File: config.mk
export PLATFORM = sky130hd
export DESIGN_NAME = down_counter_timer
export DESIGN_NICKNAME = d
export VERILOG_FILES = /design/src/rtl/down_counter_pkg.sv /design/src/rtl/down_counter_timer.sv
export SDC_FILE = /design/constraint.sdc
export NUM_CORES = 1
export LEC_CHECK = 0
export CORE_AREA = 2 2 43 45
export DETAILED_ROUTE_END_ITERATION = 16
export DIE_AREA = 0 0 45 47
export GPL_TIMING_DRIVEN = 0
export PLACE_DENSITY = 0.74
export SETUP_SLACK_MARGIN = 0.02
export SLEW_MARGIN = 10
export SYNTH_ARGS = -nofsm -noshare
export SYNTH_HDL_FRONTEND = slang
export SYNTH_SLANG_ARGS = --single-unit
File: constraint.sdc
create_clock -name clock -period 1.6 [get_ports clock]
set_input_delay 0.32 -clock clock [delete_from_list [all_inputs] [get_ports clock]]
set_output_delay 0.32 -clock clock [all_outputs]
set_load 0.02 [all_outputs]
File: src/rtl/down_counter_pkg.sv
// Shared definitions for the loadable down-counting timer: state encoding and default width.
package down_counter_pkg;

  localparam int unsigned DEFAULT_WIDTH = 8;

  typedef enum logic [1:0] {
    ST_IDLE = 2'd0,
    ST_RUN  = 2'd1,
    ST_DONE = 2'd2
  } state_e;

endpackage

File: src/rtl/down_counter_timer.sv
// Loadable down-counting timer with valid/ready load, one-cycle terminal-count pulse
// and optional auto-reload of the last loaded value.
module down_counter_timer
  import down_counter_pkg::*;
#(
  parameter int unsigned WIDTH       = DEFAULT_WIDTH,
  parameter bit          AUTO_RELOAD = 1'b0
) (
  input  logic             clock,
  input  logic             reset,
  input  logic             enable,
  input  logic             abort,
  input  logic             load_valid,
  input  logic [WIDTH-1:0] load_value,
  output logic             load_ready,
  output logic [WIDTH-1:0] out,
  output logic             tc,
  output logic             busy
);

  localparam logic [WIDTH-1:0] ONE = WIDTH'(1);

  state_e           state_q, state_d;
  logic [WIDTH-1:0] cnt_q, cnt_d;
  logic [WIDTH-1:0] reload_q, reload_d;
  logic             tc_q, tc_d;
  logic             load_fire;

  assign load_ready = (state_q == ST_IDLE) || (state_q == ST_DONE);
  assign busy       = (state_q == ST_RUN);
  assign load_fire  = load_valid && load_ready;

  always_comb begin
    // NOTE: every variable gets a default first so no path leaves it unassigned (no latch).
    state_d  = state_q;
    cnt_d    = cnt_q;
    reload_d = reload_q;
    tc_d     = 1'b0;

    if (abort) begin
      state_d = ST_IDLE;
      cnt_d   = '0;
    end else if (load_fire) begin
      if (load_value != '0) begin
        cnt_d    = load_value;
        reload_d = load_value;
        state_d  = ST_RUN;
      end else begin
        // A zero load expires immediately: pulse tc and park in DONE.
        cnt_d   = '0;
        tc_d    = 1'b1;
        state_d = ST_DONE;
      end
    end else if (busy && enable) begin
      if (cnt_q == ONE) begin
        tc_d = 1'b1;
        if (AUTO_RELOAD) begin
          cnt_d = reload_q;
        end else begin
          cnt_d   = '0;
          state_d = ST_DONE;
        end
      end else begin
        cnt_d = cnt_q - ONE;
      end
    end
  end

  always_ff @(posedge clock) begin
    // NOTE: sequential state uses non-blocking assignments so all registers update together.
    if (reset) begin
      state_q  <= ST_IDLE;
      cnt_q    <= '0;
      reload_q <= '0;
      tc_q     <= 1'b0;
    end else begin
      state_q  <= state_d;
      cnt_q    <= cnt_d;
      reload_q <= reload_d;
      tc_q     <= tc_d;
    end
  end

  assign out = cnt_q;
  assign tc  = tc_q;

endmodule

==> results of run 1 <==
## worst paths after layout
kind / to / slack [ns] / cells past startpoint
worst max-delay path: out[3] / 0.09 / 1
worst min-delay path: out[6] / 0.54 / 2
worst max register to register: out[6] / 0.15 / 6
worst min register to register: out[6] / 0.54 / 2
## synth_stat cells
cell type,instances
nand3_1,4
xor2_1,4
and3b_1,1
dfxtp_1,11
nor3_1,1
nand3b_1,1
a31o_1,1
a31oi_1,5
nor3b_2,1
o311ai_0,1
ha_1,2
o211ai_1,1
buf_2,1
or2_2,1
nor2b_1,1
nor3_2,2
clkbuf_1,2
inv_1,3
and3_1,3
nor4b_4,1
o22ai_1,3
nor4_1,3
or3_1,1
nor2_1,3
nand4b_1,2
a21oi_1,8
nand2b_1,2
nand2_1,13
## power groups by stage
stage	sequential (W)	clock, W	combinational (W)
2_1_floorplan	0.000315	0	0.0000823
5_1_grt	0.000305	0.000217	0.000185
6_report	0.000303	0.000205	0.000170
3_5_place_dp	0.000308	0	0.000165
4_1_cts	0.000301	0.000204	0.000159
3_3_place_gp	0.000307	0	0.000163
## metrics by stage
| stage | TNS, ns | cells |
|---|---|---|
| 4_1_cts | 0 | 126 |
| 6_report | 0 | 127 |
| 3_5_place_dp | -0.9897 | 122 |
| 5_1_grt | -0.01932 | 127 |
| 2_1_floorplan | 0 | 82 |
| 3_3_place_gp | -0.9728 | 122 |
## registers in the layout, indices dropped and copies added, names as in the netlist
signal and flops:
out 8, tc 1, state_q 2
## repair_timing
item,CTS,global route
setup buffers,0,1
endpoints found under the setup margin,10,6
gates resized for setup,11,5
## kinds of logic (layout without fill, tap and decap cells)
logic type | after synthesis | in the layout | synth area share
buffers and inverters | 6 | 34 | 0.03584
AO/OA/AOI/OAI | 19 | 19 | 0.1736
AND/OR/NAND/NOR | 40 | 40 | 0.3679
XOR/XNOR | 4 | 4 | 0.05282
flip-flops | 11 | 11 | 0.3321
adder cells (fa/ha/maj) | 2 | 2 | 0.03773
## area by class of cell
cell class,count,share of cell area
Multi-Input combinational cell,65,0.4568
Timing Repair Buffer,24,0.2356
Sequential cell,11,0.2330
Clock buffer,4,0.02749
Tap cell,17,0.02225
Buffer,3,0.01309
Inverter,3,0.01178
## metal layers
metal	global-route usage	part of all wire	vias to the layer above
met5	0	0	-
met4	0.1059	0.019	0
met3	0.03846	0.069	5
met2	0.3143	0.45	28
met1	0.2431	0.46	339
li1	-	-	354
==> impl_metrics.py, run 1 <==
metrics = {
    "outcome": {
        "status": "finished, final reports clean",
    },
    "die": {
        "start_util": 0.4015,
        "coreArea_sq_mm": 0.001652,
        "die_w_um": 45,
        "io-pin-count": 24,
        "die_area_sq_mm": 0.002115,
        "die_h_um": 47,
        "rows": 15,
    },
    "sta": {
        "finalCritPeriodShare": 0.9413,
        "finalHoldViolCount": 0,
        "hold_slack_ns": 0.5398,
        "setup_violations": 0,
        "finalMaxSlewViolations": 0,
        "period_needed_ns": 1.506,
        "fin_worst_skew_ns": 0.0003323,
        "setup_slack_ns": 0.09391,
        "fmax_ghz": 0.6640,
        "rsz0062_at_grt": "yes",
        "slew_headroom": 0.6622,
        "worstMarginPinSlew_ns": 0.5067,
    },
    "critical_path": {
        "path_buf_inv": 1,
        "crit_path_end_kind": "output pin",
        "start_kind": "flip-flop",
        "crit_chain": "dlygate4sd2_1",
        "worstPathRequired_ns": 1.28,
        "crit_family": "flip-flops",
        "worstPathArrival_ns": 1.19,
        "crit_path_max_incr_delay_ns": 0.52,
        "critical_path_class": "flip-flop to output pin",
        "crit_slowest_cell": "dfxtp_1",
        "cp_max_fo": 7,
        "r2r-start": "out[1]",
        "crit_start": "out[3]",
    },
    "synth": {
        "synthCells": 82,
        "synthesis.area_sq_um": 663.1,
        "syn-num-nets": 97,
        "synth_top_area_share": 0.3321,
        "synth.area.top_cells": "dfxtp_1, nand2_1, a21oi_1",
        "synth.distinct_cells": 28,
        "synth_seq_area_share": 0.3321,
        "ys_warn_count": 0,
        "avgSynthCellArea_sq_um": 8.087,
        "synth_seq_cells": 11,
        "yosysTopAreaCell": "dfxtp_1",
    },
    "global_routing": {
        "overflow": 0,
        "antenna_found_initial": 0,
        "grt_pass1_vias": 638,
        "grt_start_max_net_pins": 11,
        "grt_pass1_wl_um": 2946,
        "grt.total_usage": 0.1941,
    },
    "cts": {
        "cts.path.max_buffers": 2,
        "numCtsBuffers": 3,
        "h-tree-depth": 1,
        "clk_pin_slew_worst_paths_ns": 0.08,
        "cts_tree": "yes",
        "ctsHoldBuffers": 0,
        "cts_root_buf": "clkbuf_4",
        "insertion_delay_ns": 0.28,
        "cts_num_sinks": 11,
    },
    "layout": {
        "post-route-util": 0.5788,
        "fillCellCount": 168,
        "fin_nets": 126,
        "multiInputGateArea_sq_um": 436.7,
        "seq_area_sq_um": 222.7,
        "layout.cells.most_common_list": "nand2_1, clkdlybuf4s50_1, dlygate4sd2_1, dfxtp_1, a21oi_1",
        "syn_to_final_growth_pct": 44.15,
        "n_antenna_cell": 0,
        "design_area_sq_um": 955.9,
        "drive_gt1_frac": 0.1273,
    },
    "route": {
        "first_pass_iters": 4,
        "drt_iter0_markers": 21,
        "vias": 726,
        "wl_um": 1858,
        "wl_per_cell_um": 14.63,
        "detail-route-antenna-nets": 0,
        "post-route-drc-count": 0,
        "routed_via_density": 5.717,
    },
    "power": {
        "ir_worst_vdd_mv": 0.3345,
        "power_w": 0.0006784,
        "power.switching_w": 0.0002130,
        "p_per_area_mw_per_mm2": 709.7,
        "cell_internal_pwr_w": 0.0004653,
        "pwr-share-comb": 0.250,
        "power.leakage_nw": 0.3953,
        "clkPwrFrac": 0.303,
        "pwr-share-seq": 0.447,
        "p_sw_frac": 0.3140,
    },
    "place": {
        "dp_hpwl_um": 1293,
        "gp_congestion": 0.8273,
        "portBuffers": 23,
        "dpl_worst_slack_ns": -0.1580,
        "placed_cell_area_sq_um": 914.6,
    },
    "worst_hold_path": {
        "worstHoldStart": "out[6]",
        "hold_class": "flip-flop to flip-flop",
    },
    "flow_run": {
        "drv_cap": 0,
    },
}
(Power assumes the default switching activity.)
==> run 2, diff against run 1 <==
Settings changed: SLEW_MARGIN 10 to not set, TNS_END_PERCENT set to 20.
==> results of run 2 <==
No change in the layout: final DEF, timing and power equal those of run 1.
